`src/rtl/imem_loader_pkg.sv`:
```
// Shared definitions for the instruction memory loader: FSM encoding,
// terminator word and default geometry.
package imem_loader_pkg;

  typedef enum logic [2:0] {
    ST_IDLE    = 3'd0,
    ST_LOAD_HI = 3'd1,
    ST_LOAD_LO = 3'd2,
    ST_WRITE   = 3'd3,
    ST_DONE    = 3'd4
  } state_e;

  localparam logic [15:0]  TERM_WORD   = 16'hFFFF;
  localparam int unsigned  DEF_ADDR_W  = 6;
  localparam int unsigned  DEF_DEPTH   = 64;

endpackage

```
`src/rtl/imem_loader.sv`:
```
// Assembles a big-endian byte stream into 16-bit words, writes them to
// instruction memory from address 0, and holds the CPU in reset until done.
module imem_loader
  import imem_loader_pkg::*;
#(
  parameter int unsigned ADDR_W = DEF_ADDR_W,
  parameter int unsigned DEPTH  = DEF_DEPTH,
  parameter logic [15:0] TERM   = TERM_WORD
) (
  input  logic              clk,
  input  logic              rst,
  input  logic              start,
  input  logic              in_valid,
  input  logic [7:0]        in_data,
  output logic              in_ready,
  output logic              imem_we,
  output logic [ADDR_W-1:0] imem_addr,
  output logic [15:0]       imem_wdata,
  output logic              cpu_rst,
  output logic              busy,
  output logic              done,
  output logic              overflow,
  output logic [ADDR_W:0]   word_count,
  output logic [15:0]       checksum
);

  localparam logic [ADDR_W-1:0] LAST_ADDR = ADDR_W'(DEPTH - 1);

  state_e              state_q, state_d;
  logic [7:0]          hi_q, hi_d;
  logic                we_q, we_d;
  logic [ADDR_W-1:0]   addr_q, addr_d;
  logic [15:0]         wdata_q, wdata_d;
  logic                cpu_rst_q, cpu_rst_d;
  logic                busy_q, busy_d;
  logic                done_q, done_d;
  logic                ovf_q, ovf_d;
  logic [ADDR_W:0]     cnt_q, cnt_d;
  logic [15:0]         sum_q, sum_d;
  logic                xfer;
  logic [15:0]         word;

  assign in_ready = (state_q == ST_LOAD_HI) || (state_q == ST_LOAD_LO);
  assign xfer     = in_valid && in_ready;
  assign word     = {hi_q, in_data};

  always_comb begin
    state_d   = state_q;
    hi_d      = hi_q;
    we_d      = we_q;
    addr_d    = addr_q;
    wdata_d   = wdata_q;
    cpu_rst_d = cpu_rst_q;
    busy_d    = busy_q;
    done_d    = done_q;
    ovf_d     = ovf_q;
    cnt_d     = cnt_q;
    sum_d     = sum_q;

    unique case (state_q)
      ST_IDLE, ST_DONE: begin
        we_d = 1'b0;
        if (start) begin
          state_d   = ST_LOAD_HI;
          addr_d    = '0;
          cnt_d     = '0;
          sum_d     = '0;
          ovf_d     = 1'b0;
          busy_d    = 1'b1;
          done_d    = 1'b0;
          cpu_rst_d = 1'b1;
        end
      end

      ST_LOAD_HI: begin
        if (xfer) begin
          hi_d    = in_data;
          state_d = ST_LOAD_LO;
        end
      end

      ST_LOAD_LO: begin
        if (xfer) begin
          wdata_d = word;
          we_d    = 1'b1;
          sum_d   = sum_q ^ word;
          state_d = ST_WRITE;
        end
      end

      ST_WRITE: begin
        // The write itself happens this cycle; decide where to go next.
        we_d  = 1'b0;
        cnt_d = cnt_q + (ADDR_W+1)'(1);
        if (wdata_q == TERM || addr_q == LAST_ADDR) begin
          state_d   = ST_DONE;
          busy_d    = 1'b0;
          done_d    = 1'b1;
          cpu_rst_d = 1'b0;
          ovf_d     = (wdata_q != TERM);
        end else begin
          addr_d  = addr_q + ADDR_W'(1);
          state_d = ST_LOAD_HI;
        end
      end

      default: begin
        state_d = ST_IDLE;
        we_d    = 1'b0;
      end
    endcase
  end

  always_ff @(posedge clk or posedge rst) begin
    if (rst) begin
      state_q   <= ST_IDLE;
      hi_q      <= '0;
      we_q      <= 1'b0;
      addr_q    <= '0;
      wdata_q   <= '0;
      cpu_rst_q <= 1'b1;
      busy_q    <= 1'b0;
      done_q    <= 1'b0;
      ovf_q     <= 1'b0;
      cnt_q     <= '0;
      sum_q     <= '0;
    end else begin
      state_q   <= state_d;
      hi_q      <= hi_d;
      we_q      <= we_d;
      addr_q    <= addr_d;
      wdata_q   <= wdata_d;
      cpu_rst_q <= cpu_rst_d;
      busy_q    <= busy_d;
      done_q    <= done_d;
      ovf_q     <= ovf_d;
      cnt_q     <= cnt_d;
      sum_q     <= sum_d;
    end
  end

  assign imem_we    = we_q;
  assign imem_addr  = addr_q;
  assign imem_wdata = wdata_q;
  assign cpu_rst    = cpu_rst_q;
  assign busy       = busy_q;
  assign done       = done_q;
  assign overflow   = ovf_q;
  assign word_count = cnt_q;
  assign checksum   = sum_q;

endmodule

```
`config.mk`:
```
export PLATFORM = sky130hd
export DESIGN_NAME = imem_loader
export DESIGN_NICKNAME = d
export VERILOG_FILES = /design/src/rtl/imem_loader_pkg.sv /design/src/rtl/imem_loader.sv
export SDC_FILE = /design/constraint.sdc
export NUM_CORES = 1
export LEC_CHECK = 0
export CAP_MARGIN = 20
export CORE_UTILIZATION = 53
export CTS_CLUSTER_SIZE = 20
export DETAILED_ROUTE_END_ITERATION = 10
export PLACE_DENSITY = 0.86
export SYNTH_ARGS = -nofsm -noshare
export SYNTH_HDL_FRONTEND = slang
export SYNTH_SLANG_ARGS = --single-unit
```
`constraint.sdc`:
```
create_clock -name clk -period 3.5 [get_ports clk]
set_input_delay 0.35 -clock clk [delete_from_list [all_inputs] [get_ports clk]]
set_output_delay 0.35 -clock clk [all_outputs]
set_load 0.01 [all_outputs]
```
# Word level (Yosys, flattened, before mapping)
# Index checks and enable logic that the tools add are counted.
dict set report totals {
  reg_bits 61
  in_bits 12
  output_inout_bits 51
  wordCells 65
}
dict set report classes {
  addsub 2
  eq_ne 12
  muxes 23
  bitwise 2
  reduce_logical 15
}
# op count
set op_table {}
lappend op_table {{16-bit two-way mux} 2}
lappend op_table {{16-bit case mux with 2 select lines} 1}
lappend op_table {{16-bit equality test, second input constant} 1}
lappend op_table {{16-bit != test, second input constant} 1}
lappend op_table {{16-bit bitwise XOR} 1}
lappend op_table {{7-bit case mux with 2 select lines} 1}
lappend op_table {{3-bit two-way mux} 4}
lappend op_table {{6-bit two-way mux} 2}
lappend op_table {{3-bit case mux with 4 select lines} 1}
lappend op_table {{6-bit case mux with 2 select lines} 1}
lappend op_table {{3-bit AND reduction} 4}
lappend op_table {{2-bit != test, second input constant} 5}
lappend op_table {{1-bit case mux with 2 select lines} 4}
lappend op_table {{2-bit AND reduction} 4}
lappend op_table {{7-bit by 1-bit adder with 7-bit output, second input constant} 1}
lappend op_table {{7-bit two-way mux} 1}
lappend op_table {{6-bit by 1-bit adder with 6-bit output, second input constant} 1}
lappend op_table {{3-bit by 2-bit equality test with 1-bit output, second input constant} 2}
lappend op_table {{6-bit equality test, second input constant} 1}
lappend op_table {{1-bit two-way mux} 6}
lappend op_table {{2-bit nonzero test} 2}
lappend op_table {{3-bit by 1-bit equality test with 1-bit output, second input constant} 1}
lappend op_table {{3-bit equality test, second input constant} 1}
lappend op_table {{3-bit logical NOT} 1}
lappend op_table {{other kinds (4)} 5}

# Logic depth before layout (Yosys ltp)
# Gate-level depths: netlist of run 1.
dict set report depth {
  depth_word 5
  ltp_mapped 7
}

# Least setup slack after synthesis of run 1
# No wires, ideal clock.
dict set report synth_path {
  path_kind {reg-to-reg}
  start {register addr_q[0] (netlist: imem_addr[0])}
  end {register addr_q[0] (netlist: imem_addr[0])}
  arrival_time_ps 1617
  required_ps 3421
  setup_slack_ps 1803
  stages_incl_launch_ff 6
  path_buffers 0
  period_less_slack_ps 1697
  cell_sequence {dfrtp_1 ha_1 and3_1 and3_1 nor3_1 mux2i_1}
}
dict set report synth_between {
  elab_chain_cells 4
  elab_cells_between_ends 7
  cone_classes {add/sub (1); eq/ne (2); mux (2); reduce/logical (2)}
}
# element line_no
set synth_lines {}
lappend synth_lines {{start, declared} imem_loader.sv:32} ;# logic [ADDR_W-1:0] addr_q, addr_d;
lappend synth_lines {{start signal, assigned} imem_loader.sv:131} ;# addr_q <= addr_d;
lappend synth_lines {{parallel branches: the longest is 4 deep, another holds 6-bit by 1-bit adder with 6-bit output} -}
# Several ways; the timed one is not identified. The select of a mux whose other input is x is not followed.
# A chain may end at the register's enable or synchronous reset.

# Worst setup path in the final report of run 1
dict set report layout_path {
  start {register state_q[0]}
  end {output in_ready}
}
dict set report layout_between {
  elab_chain_cells 2
  elab_cells_between_ends 3
  cone_classes {eq/ne (2); reduce/logical (1)}
}
# element line_no
set layout_lines {}
lappend layout_lines {{start, declared} imem_loader.sv:29} ;# state_e state_q, state_d;
lappend layout_lines {{start signal, assigned} imem_loader.sv:128} ;# state_q <= state_d;
lappend layout_lines {{3-bit by 1-bit equality test with 1-bit output or 3-bit by 2-bit equality test with 1-bit output (tied branches)} imem_loader.sv:43} ;# assign in_ready = (state_q == ST_LOAD_HI) || (state_q == ST_LOAD_LO);
lappend layout_lines {{1-bit logical OR *} imem_loader.sv:43}
lappend layout_lines {{end, declared} imem_loader.sv:15} ;# output logic in_ready,
# Mark *: on every way between the ends. The rest lies on a longest branch, timed or not.

==> results of run 1 <==
metrics by stage:
stage / hold WS, ns / instances / worst slack [ns]
5_1_grt: 0.4935 / 388 / 0.7985
2_1_floorplan: 0.4433 / 254 / 1.639
4_1_cts: 0.4817 / 388 / 0.9832
3_3_place_gp: 0.4623 / 375 / 1.365
3_5_place_dp: 0.4694 / 375 / 1.321
6_report: 0.4763 / 388 / 0.9645
state kept, by name, indices dropped and copies added (netlist names):
register,count
word_count,7
hi_q,8
busy,1
overflow,1
done,1
checksum,16
imem_we,1
state_q,3
cpu_rst,1
imem_wdata,16
imem_addr,6
final timing paths:
| kind | slack, ns | start | end |
|---|---|---|---|
| setup / recovery | 0.96 | state_q[0] | in_ready |
| max in group asynchronous | 2.36 | rst | checksum[0] |
| min in group clk | 0.48 | word_count[6] | word_count[6] |
| hold / removal | 0.48 | rst | imem_we |
| hold reg to reg | 0.48 | word_count[6] | word_count[6] |
| setup reg to reg | 1.37 | state_q[0] | imem_wdata[10] |
layout make-up:
| class | count | area [µm²] |
|---|---|---|
| multi-input cells | 161 | 1085 |
| fillers | 346 | 1277 |
| flip-flops and latches | 61 | 1528 |
| inverters | 21 | 78.83 |
| clock inverters | 3 | 15.01 |
| clock buffers | 10 | 137.6 |
| well taps | 67 | 83.83 |
| repair buffers | 65 | 643.1 |
cells by family (layout without fill, tap and decap cells):
family | after synthesis | after routing | share of synthesized area, %
AND/OR/NAND/NOR | 74 | 74 | 13.41
flip-flops | 61 | 61 | 55.88
AO/OA/AOI/OAI | 47 | 47 | 11.30
buffers and inverters | 32 | 99 | 4.622
multiplexers | 21 | 21 | 8.421
XOR/XNOR | 17 | 17 | 5.446
adder cells (fa/ha/maj) | 2 | 2 | 0.9152
routing by layer:
metal	track usage (%)	vias up
met3	6.859	12
li1	-	1004
met4	8.547	0
met1	36.91	1022
met5	0	-
met2	34.76	71
layout by cell type (no fill, tap or decap), drive strengths merged, types with 2 or more instances in the layout:
cell type and n:
o211ai 2, a21o 3, clkbuf 10, nor3 4, nor4 2, and3 3
nor2 23, a211oi 17, nand3b 3, clkdlybuf4s50 62, dfrtp 60, buf 3
o31ai 2, nand2 20, a31oi 2, a21oi 4, clkinv 3, nand4 6
mux2i 5, xnor2 16, mux2 16, inv 21, nand3 4, ha 2
nand2b 4, o21ai 14
where the power goes:
part	total [mW]	internal [mW]	switching [mW]
clock network	0.515	0.260	0.255
registers	1.19	0.957	0.238
logic	1.12	0.605	0.514
==> run_results.csv, run 1 <==
group,metric,value,unit
die,die-area,5449,µm²
timing,fin_crit_sh,72.44,%
yosys,yosysMostFrequentCell,"dfrtp_1",
route,antenna_left,0,
yosys,synth_edf_count,0,
critical_path,critPathBufInv,1,
yosys,ys_async_sr_fraction,100.0,%
clock_network,cts_sinks,61,
yosys,postSynthCellCount,254,
clock_network,cts_tree,"yes",
route,drt-met1-wl,2.774,mm
critical_path,r2r.worst_path.cells,3,
route,dr.pass1.iters,4,
critical_path,slowest_stage,"dfrtp_1",
place,place_congestion,0.7908,
place,port_buffers,62,
critical_path,arrival,2.19,ns
yosys,synth_top_cell_area_share,54.92,%
timing,slew_violations,0,
clock_network,cts_max_level,3,
critical_path,path_depth,3,
run,drv_cap,0,
critical_path,worstSetupPathType,"flop to output pin",
clock_network,cts_root_buf,"clkbuf_8",
route,routed_wirelength,5.939,mm
timing,rsz0062_at_grt,"false",
timing,tns,0,ns
timing,post-route-min-period,2.535,ns
timing,fmax,0.3944,GHz
critical_path,slowest_delay,0.80,ns
yosys,synth_nets,268,
critical_path,crit_path_start_kind,"flop",
yosys,ys.flop_type,"dfrtp_1",
cells_and_area,drive_gt1_share,8.411,%
place,place_area,3418,µm²
place,dpl.hpwl,4.229,mm
route,wl_met3,331,µm
yosys,avgSynthCellArea,10.76,µm²
global_routing,grt_use_total,24.79,%
cells_and_area,fin_area,3571,µm²
route,via_per_inst,5.436,
die,core,4848,µm²
route,wl_met2,2.716,mm
cells_and_area,fin_nets,333,
yosys,yosysWarnings,0,
pwr,vdd_drop_max,0.4984,mV
yosys,ys_seq_area_share,55.88,%
cells_and_area,antenna_cells,0,
yosys,synth_top_cell_by_area,"dfrtp_1",
yosys,synth_area_leaders,"dfrtp_1 (55%), xnor2_1 (5.1%), a211oi_1 (4.7%)",
clock_network,cts.clk_slew.worst_paths,0.06,ns
pwr,powerDensity,792.3,nW/µm²
clock_network,cts_setup_buffers,0,
die,io_pins,63,
die,die_w,73.82,µm
cells_and_area,synthToLayoutAreaGrowth,30.62,%
pwr,p_leak,1.524,nW
critical_path,cp_top_family,"flip-flops",
min_path,min_path_type,"input port to asynchronous set/reset pin",
global_routing,grt_pass1_vias,1972,
global_routing,grt_max_degree,39,
timing,relSlewSlack,45.12,%
yosys,ys_types,38,
global_routing,grt_pass1_wl,9.763,mm
critical_path,critical_path.cell_chain,"nand2b_1 > a21oi_1 > clkdlybuf4s50_1",
timing,clock_skew,0.006392,ns
yosys,synth_common_cells,"dfrtp_1 (60), nor2_1 (22), inv_1 (21)",
clock_network,cts_buffers,9,
clock_network,cts_buffer_depth,2,
route,routed.top_layer,"met4",
die,die_h,73.82,µm
timing,tightest_slew,0.8201,ns
timing,setup_viol_count_final,0,
timing,finalHoldViolCount,0,
pwr,fin_total_pwr,2.829,mW
yosys,ys_seq_elements,61,
critical_path,cp_max_fo,25,
die,start_util,56.39,%
status,outcome,"finished clean",
clock_network,clk_latency,0.33,ns
yosys,synth_area,2734,µm²
route,drt_iter0_drc,248,
critical_path,worst_ep_required_time,3.15,ns
route,remaining_drc_errors,0,
route,wire_per_inst,15.31,µm
route,num_vias,2109,
die,rows,25,
clock_network,cts_hold_buf,0,
global_routing,grt.overflow.total,0,
cells_and_area,utilization,73.65,%
global_routing,antenna_found_initial,0,
clock_network,ctsResizeCount,0,
critical_path,end_kind,"output pin",
Note: power is estimated with default switching activity, not from simulation.
==> run 2, diff against run 1 <==
--- a/config.mk
+++ b/config.mk
@@ -6,10 +6,10 @@
 export NUM_CORES = 1
 export LEC_CHECK = 0
 export CAP_MARGIN = 20
-export CORE_UTILIZATION = 53
+export CORE_UTILIZATION = 45
 export CTS_CLUSTER_SIZE = 20
 export DETAILED_ROUTE_END_ITERATION = 10
-export PLACE_DENSITY = 0.86
+export PLACE_DENSITY = 0.78
 export SYNTH_ARGS = -nofsm -noshare
 export SYNTH_HDL_FRONTEND = slang
 export SYNTH_SLANG_ARGS = --single-unit
==> constraint.sdc (replaced) <==
create_clock -name clk -period 2.3 [get_ports clk]
set_input_delay 0.23 -clock clk [delete_from_list [all_inputs] [get_ports clk]]
set_output_delay 0.23 -clock clk [all_outputs]
set_load 0.01 [all_outputs]
==> run_results.csv, run 2 (synthesis gave the netlist of run 1 again) <==
group,metric,value,unit
status,outcome,"finished clean",
critical_path,reg2reg_to,"imem_addr[0]",
cells_and_area,fin_nets,337,
route,remaining_drc_errors,0,
clock_network,cts_setup_buffers,0,
pwr,fin_total_pwr,4.481,mW
critical_path,r2r_start,"imem_addr[0]",
die,die_w,79.95,µm
cells_and_area,fin_area,3667,µm²
critical_path,slowest_delay,0.59,ns
critical_path,cp_max_fo,8,
critical_path,r2r.worst_path.cells,5,
global_routing,grt.overflow.total,0,
die,die_h,79.95,µm
pwr,vdd_drop_max,0.6880,mV
critical_path,r2r_slack,0.45,ns
clock_network,cts_sinks,61,
critical_path,critical_path.cell_chain,"nand2b_1 > a21oi_1 > clkdlybuf4s50_1",
cells_and_area,antenna_cells,0,
critical_path,crit_path_start_kind,"flop",
die,io_pins,63,
clock_network,cts_hold_buf,0,
min_path,min_path_type,"input port to asynchronous set/reset pin",
cells_and_area,synthToLayoutAreaGrowth,34.14,%
cells_and_area,mostFrequentLayoutCell,"clkdlybuf4s50_1",
critical_path,startpoint,"state_q[0]",
place,place_congestion,0.7957,
timing,relSlewSlack,58.22,%
critical_path,path_depth,3,
global_routing,antenna_found_initial,0,
critical_path,worstSetupPathType,"flop to output pin",
route,via_per_inst,5.275,
clock_network,clk_latency,0.34,ns
place,place_area,3471,µm²
clock_network,cts_buffer_depth,2,
clock_network,cts_buffers,9,
place,dpl.hpwl,4.337,mm
timing,finalHoldViolCount,0,
critical_path,slowest_stage,"clkdlybuf4s50_1",
timing,fmax,0.4702,GHz
global_routing,grt_use_total,21.87,%
clock_network,cts_tree,"yes",
route,num_vias,2126,
timing,setup_viol_count_final,0,
die,start_util,46.45,%
timing,post-route-min-period,2.127,ns
critical_path,arrival,1.90,ns
route,drt_iter0_drc,121,
cells_and_area,fillers,497,
clock_network,cts.clk_slew.worst_paths,0.07,ns
timing,rsz0062_at_grt,"false",
clock_network,cts_max_level,3,
global_routing,grt_max_degree,38,
route,routed_wirelength,6.124,mm
cells_and_area,drive_gt1_share,10.37,%
timing,fin_crit_sh,92.47,%
global_routing,grt_pass1_vias,2084,
cells_and_area,utilization,62.31,%
timing,tightest_slew,0.6267,ns
critical_path,cp_top_family,"buffers and inverters",
clock_network,ctsResizeCount,0,
route,wire_per_inst,15.20,µm
run,drv_cap,0,
cells_and_area,regArea,1528,µm²
critical_path,critPathBufInv,1,
route,antenna_left,0,
route,dr.pass1.iters,6,
global_routing,grt_pass1_wl,10.23,mm
clock_network,cts_root_buf,"clkbuf_8",
pwr,p_leak,1.567,nW
cells_and_area,multi_input_area,1085,µm²
die,die-area,6391,µm²
pwr,powerDensity,1222,nW/µm²
timing,clock_skew,0.007521,ns
timing,tns,0,ns
critical_path,worst_ep_required_time,2.07,ns
critical_path,critPathCapture,"in_ready",
cells_and_area,final_cell_mix,"clkdlybuf4s50_1 (62), dfrtp_1 (60), nor2_1 (22)",
die,core,5886,µm²
place,port_buffers,62,
die,rows,28,
critical_path,end_kind,"output pin",
timing,slew_violations,0,
==> run 2: cell types whose count changed in the layout (fill, tap and decap cells not counted) <==
cell        before  now
buf_4            3    6
clkinv_2         3    2
clkbuf_8        10   13
clkinvlp_4       0    1
buf_12           0    1
==> run 2: cell type report <==
cell class	count	share of cell area, %
clock buffer	13	4.879
clock inverter	3	0.4777
inverter	21	2.149
multi-input combinational	161	29.58
sequential	61	41.66
tap	75	2.559
timing repair buffer	69	18.70
==> run 2: power breakdown <==
part	leakage, nW	switching [mW]	total, mW	internal [mW]
sequential	0.778	0.328	1.79	1.46
combinational	0.687	0.830	1.78	0.948
clock	0.101	0.412	0.917	0.505
total	1.57	1.57	4.48	2.91
==> run 2: how the worst min path moves through the flow <==
stage	from	end	slack, ns	depth (start not counted)
after floorplan	start	state_q[2]	0.32	1
after global placement	busy	busy	0.46	1
after detailed placement	busy	busy	0.47	1
after CTS	rst	imem_wdata[9]	0.28	2
after global routing	rst	imem_wdata[9]	0.33	2
final	rst	imem_wdata[9]	0.26	2
==> run 2: per-stage QoR <==
step / hold WS [ns] / setup WS, ns / cells
after floorplan: 0.3233 / 0.5586 / 254
after global placement: 0.4632 / 0.3776 / 387
after detailed placement: 0.4655 / 0.3850 / 387
after CTS: 0.2771 / 0.1290 / 403
after global routing: 0.3263 / 0.05524 / 403
final: 0.2592 / 0.1732 / 403
==> run 2: worst register-to-register path: cells and delay by family, from the launching register on <==
kind                       cells  cell delay [ns]
adders and majority gates      1             0.24
DFF                            1             0.44
muxes                          1             0.24
and+or+nand+nor                3             0.87
==> run 2: routing by layer <==
metal / global-route usage, % / routed length (µm) / part of all wire (%) / vias up
met2: 32.74 / 2877 / 47 / 73
met5: 0 / 0 / 0 / -
met4: 10.18 / 96 / 1.6 / 0
met1: 29.48 / 2835 / 46 / 1027
met3: 5.829 / 314 / 5.1 / 9
li1: - / - / - / 1017
==> edit 1: new RTL, settings of run 2 <==
`DEF_ADDR_W`: 6 -> 7.
--- a/src/rtl/imem_loader_pkg.sv
+++ b/src/rtl/imem_loader_pkg.sv
@@ -12,5 +12,5 @@
 
   localparam logic [15:0]  TERM_WORD   = 16'hFFFF;
-  localparam int unsigned  DEF_ADDR_W  = 6;
+  localparam int unsigned  DEF_ADDR_W  = 7;
   localparam int unsigned  DEF_DEPTH   = 64;
 
Ports: changed (resized imem_addr and word_count); port bits go from 63 to 65. No check against the original RTL was run, so the function may have changed too.
==> edit 1 against run 2 <==
  * Design area decreased by 2.2%
  * Count of clock-buffer cells in the layout down 1
  * Largest cell class unchanged
  * Clock skew increased by 0.0017 ns
  * Sequential cell count up 2
  * Combinational power is 12% lower
  * Area after synthesis is 2.5% lower
  * Total power decreased by 5.5%
  * Routed wire length is 7.3% lower
  * Setup slack better by 0.17 ns
  * Non-clock buffer count unchanged
  * Register-to-register slack improved by 0.02 ns
==> edit 1: results (changes against run 2) <==
run_status:
  outcome: "completed"
global_routing:
  grt_pass1_wl_mm: 9.57  # -6.4%
  grt_pass1_vias: 1962  # -5.9%
  grtUsageMet2_pct: 30.8  # -2.0 points
  antenna_found_initial: 0  # unchanged
  track_usage_pct: 20.6  # -1.3 points
  grtUsageMet1_pct: 28.3  # -1.2 points
  grt_max_degree: 64  # +68%
  use_met3_pct: 4.83  # -1.0 points
drt:
  drtIter0Drc: 109  # -9.9%
  dr_wl_met3_um: 261  # -17%
  drt-total-wl_mm: 5.68  # -7.3%
  wl_met2_mm: 2.58  # -10%
  drt-met1-wl_mm: 2.70  # -4.9%
  via_per_inst: 5.08  # -3.7%
  drt_first_pass_iters: 5  # -1
synth:
  ys_seq_area_share_pct: 59.2  # +3.3 points
  ys_warn_count: 0  # unchanged
  synth.distinct_cells: 40  # +5.3%
  synth_area_leaders: "dfrtp_1 58%, nand2_1 9.2%, xor2_1 5.3%, nor2_1 3.7%, mux2_2 3.4%"
  synth_area_per_cell_um2: 10.5  # -2.5%
  yosys-top-cells-count: "65 x nand2_1, 62 x dfrtp_1, 26 x nor2_1"
setup_path:
  crit_end: "in_ready"
  worstReg2RegEnd: "imem_addr[1]$_DFFE_PP0P_"
  worst-path-max-fanout: 11  # +3
  arrival_ns: 1.72  # -0.18 ns
  slowest_delay_ns: 0.56  # -0.03 ns
  r2r_slack_ns: 0.47  # +0.02 ns
cells_and_area:
  fin_nets: 337  # unchanged
  fin_area_um2: 3590  # -2.2%
  fin_cells: 400  # -0.74%
  fillCellCount: 473  # -4.8%
  drive_gt1_share_pct: 10.1  # -0.30 points
cts:
  cts.repair.resized: 0  # unchanged
  clk_path_buf_depth: 2  # unchanged
  clockRootBuffer: "clkbuf_8"
  htree_levels: 3  # unchanged
  clkLatencyLatePin_ns: 0.33
sta:
  fin_worst_skew_ns: 0.00923  # +0.00171 ns
  whs_ns: 0.274  # +0.0145 ns
  worst_slew_pin_slew_ns: 0.451  # -0.176 ns
  clock.fmax_mhz: 512  # +8.9%
min_path:
  worst_hold_path_type: "primary input to asynchronous set/reset pin"
power:
  ir_drop_mv: 0.585  # -15%
  p_leak_nw: 1.68  # +7.3%
  switchingPower_mw: 1.45  # -7.5%
  p_comb_mw: 1.56  # -12%
  switching_share_pct: 34.3  # -0.74 points
  seq_power_mw: 1.83  # +2%
place:
  gp_congestion: 0.802  # +0.80%
  dp_slack_ns: 0.448  # +0.0630 ns
  dp_hpwl_mm: 3.96  # -8.8%
  io_buffer_count: 64  # +3.2%
  place_area_um2: 3410  # -1.7%
  dpl.cell_count: 384  # -0.78%
[edit 1: changes by cell type after synthesis, sizes merged, moves of 3 or more]
cell           run 2  this run
a211oi            17         0
inv               21         3
mux2              16         8
nand2             20        65
nand2b             4         1
nand3              4         8
nor2              23        26
o21ai             14         5
xnor2             16         1
xor2               1        16
[edit 1: layout make-up]
| cell class | instances | area share, % |
|---|---|---|
| Sequential cell | 63 | 44.0 |
| Multi-Input combinational cell | 177 | 29.1 |
| Timing Repair Buffer | 69 | 19.3 |
| Tap cell | 72 | 2.51 |
| Clock inverter | 4 | 0.558 |
| Clock buffer | 12 | 4.33 |
| Inverter | 3 | 0.314 |
[edit 1: cells by family after synthesis]
kind of cell               Yosys count  share of synthesized area, %
and+or+nand+nor                    124                          21.3
adders and majority gates            2                         0.939
DFF                                 63                          59.2
buffers and inverters               14                          2.11
xor gates and xnor gates            17                          5.59
AOI/OAI and AO/OA                   19                          4.88
muxes                               15                          6.01
==> edit 2: new RTL, settings of run 2 <==
Without the edit above. The 5 states of `state_e` get a one-hot encoding in 5 bits.
--- a/src/rtl/imem_loader_pkg.sv
+++ b/src/rtl/imem_loader_pkg.sv
@@ -3,10 +3,10 @@
 package imem_loader_pkg;
 
-  typedef enum logic [2:0] {
-    ST_IDLE    = 3'd0,
-    ST_LOAD_HI = 3'd1,
-    ST_LOAD_LO = 3'd2,
-    ST_WRITE   = 3'd3,
-    ST_DONE    = 3'd4
+  typedef enum logic [4:0] {
+    ST_IDLE    = 5'b00001,
+    ST_LOAD_HI = 5'b00010,
+    ST_LOAD_LO = 5'b00100,
+    ST_WRITE   = 5'b01000,
+    ST_DONE    = 5'b10000
   } state_e;
 
Formal check against the unedited RTL: no difference found for any inputs over 10 cycles, from zero or initial values and one cycle with rst high; not proved beyond that.
==> edit 2 against run 2 <==
  * Synthesized cell count grew 3.9%
  * Sequential cell count increased by 2
  * Non-clock buffer count unchanged
  * Total power shrank 20%
  * Routed wire length rose by 4.9%
  * Highest routed layer unchanged
  * Critical path depth increased by 1
  * Design area grew 1.2%
  * Largest cell class unchanged
  * Global-route usage is 0.33 points lower
  * Setup slack lost 0.058 ns
  * Area after synthesis rose by 1.5%
  * Hold slack got worse by 0.054 ns
  * Critical path type unchanged
==> edit 2: results (changes against run 2) <==
run_status:
  outcome: "completed"
synth:
  syn_nets: 278  # +3.7%
  yosys-top-cells-count: "61 x dfrtp_1, 44 x nand2_1, 23 x nand3_1"
  synth_area_leaders: "dfrtp_1 55%, nand2_1 6.0%, xor2_1 5.7%, nand3_1 4.1%, mux2_2 3.7%"
  ys_seq_area_share_pct: 56.9  # +1.0 points
  synth.distinct_cells: 42  # +11%
setup_path:
  slowest_delay_ns: 0.52  # -0.07 ns
  r2r_slack_ns: 0.42  # -0.03 ns
  critPathLaunch: "state_q[1]$_DFFE_PP0P_"
  rr_startpoint: "state_q[3]$_DFFE_PP0P_"
  worst-path-max-fanout: 7  # -1
  worstReg2RegEnd: "hi_q[3]$_DFFE_PP0P_"
  reg2reg_depth: 4  # -1
  critPathSlowestCell: "clkdlybuf4s50_1"
  arrival_ns: 1.96  # +0.06 ns
power:
  switchingPower_mw: 1.14  # -27%
  p_leak_nw: 1.73  # +11%
  ir_drop_mv: 0.528  # -23%
cells_and_area:
  fin_nets: 347  # +3.0%
  fillCellCount: 487  # -2.0%
cts:
  cts.repair.resized: 0  # unchanged
  cts_buffers: 9  # unchanged
drt:
  drt_first_pass_iters: 4  # -2
  via_per_inst: 5.44  # +3.1%
  drtIter0Drc: 93  # -23%
global_routing:
  track_usage_pct: 21.5  # -0.33 points
  grt_pass1_vias: 2181  # +4.7%
  grt_max_degree: 46  # +21%
  grt_pass1_wl_mm: 10.3  # +0.74%
sta:
  whs_ns: 0.205  # -0.0543 ns
  slew_headroom_pct: 60.3  # +2.1 points
  fin_worst_skew_ns: 0.00697  # -0.000553 ns
place:
  gp_congestion: 0.812  # +2.0%
  dp_hpwl_mm: 4.34  # about the same
  place_area_um2: 3510  # +1.1%
-- edit 2: kinds of logic (layout without fill, tap and decap cells) --
kind of cell | Yosys count | in the layout | share of synthesized area [%]
buf+inv | 16 | 90 | 2.48
mux | 10 | 10 | 4.01
fa+ha+maj | 2 | 2 | 0.902
compound gates | 38 | 38 | 9.69
flops | 63 | 63 | 56.9
simple gates | 117 | 117 | 20.3
xor+xnor | 18 | 18 | 5.68
-- edit 2: per-layer routing --
metal | up-vias | track usage, % | wire length, µm
met4 | 0 | 7.68 | 74
li1 | 1061 | - | -
met3 | 10 | 6.70 | 420
met5 | - | 0 | 0
met2 | 76 | 35.0 | 3190
met1 | 1099 | 26.9 | 2750
-- edit 2: critical path, delay by kind of cell, from the launching register on --
family	cells	cell delay, ns
compound gates	1	0.26
buf+inv	2	0.70
simple gates	1	0.20
flops	1	0.46
-- edit 2: power by group through the flow --
stage	sequential (mW)	clock (mW)	combinational [mW]
2_1_floorplan	1.58	0	0.502
3_3_place_gp	1.57	0	0.993
3_5_place_dp	1.58	0	1.02
4_1_cts	1.57	0.982	1.03
5_1_grt	1.60	1.04	1.11
6_report	1.57	0.969	1.03
-- edit 2: final cells by class --
type / instances / area (µm²) / area share [%]
inverter: 5 / 18.8 / 0.506
clock buffer: 12 / 155 / 4.18
clock inverter: 4 / 45.0 / 1.21
multi-input combinational: 185 / 1130 / 30.6
sequential: 63 / 1580 / 42.5
timing repair buffer: 69 / 686 / 18.5
tap: 75 / 93.8 / 2.53
-- edit 2: through the flow --
step	power (mW)	setup slack (ns)	instances	utilization [%]
floorplan	2.08	0.504	264	-
global placement	2.57	0.368	397	59.3
detailed placement	2.60	0.284	397	59.3
CTS	3.58	0.0960	413	62.7
global route	3.75	0.00549	413	62.7
finish	3.57	0.115	413	62.7
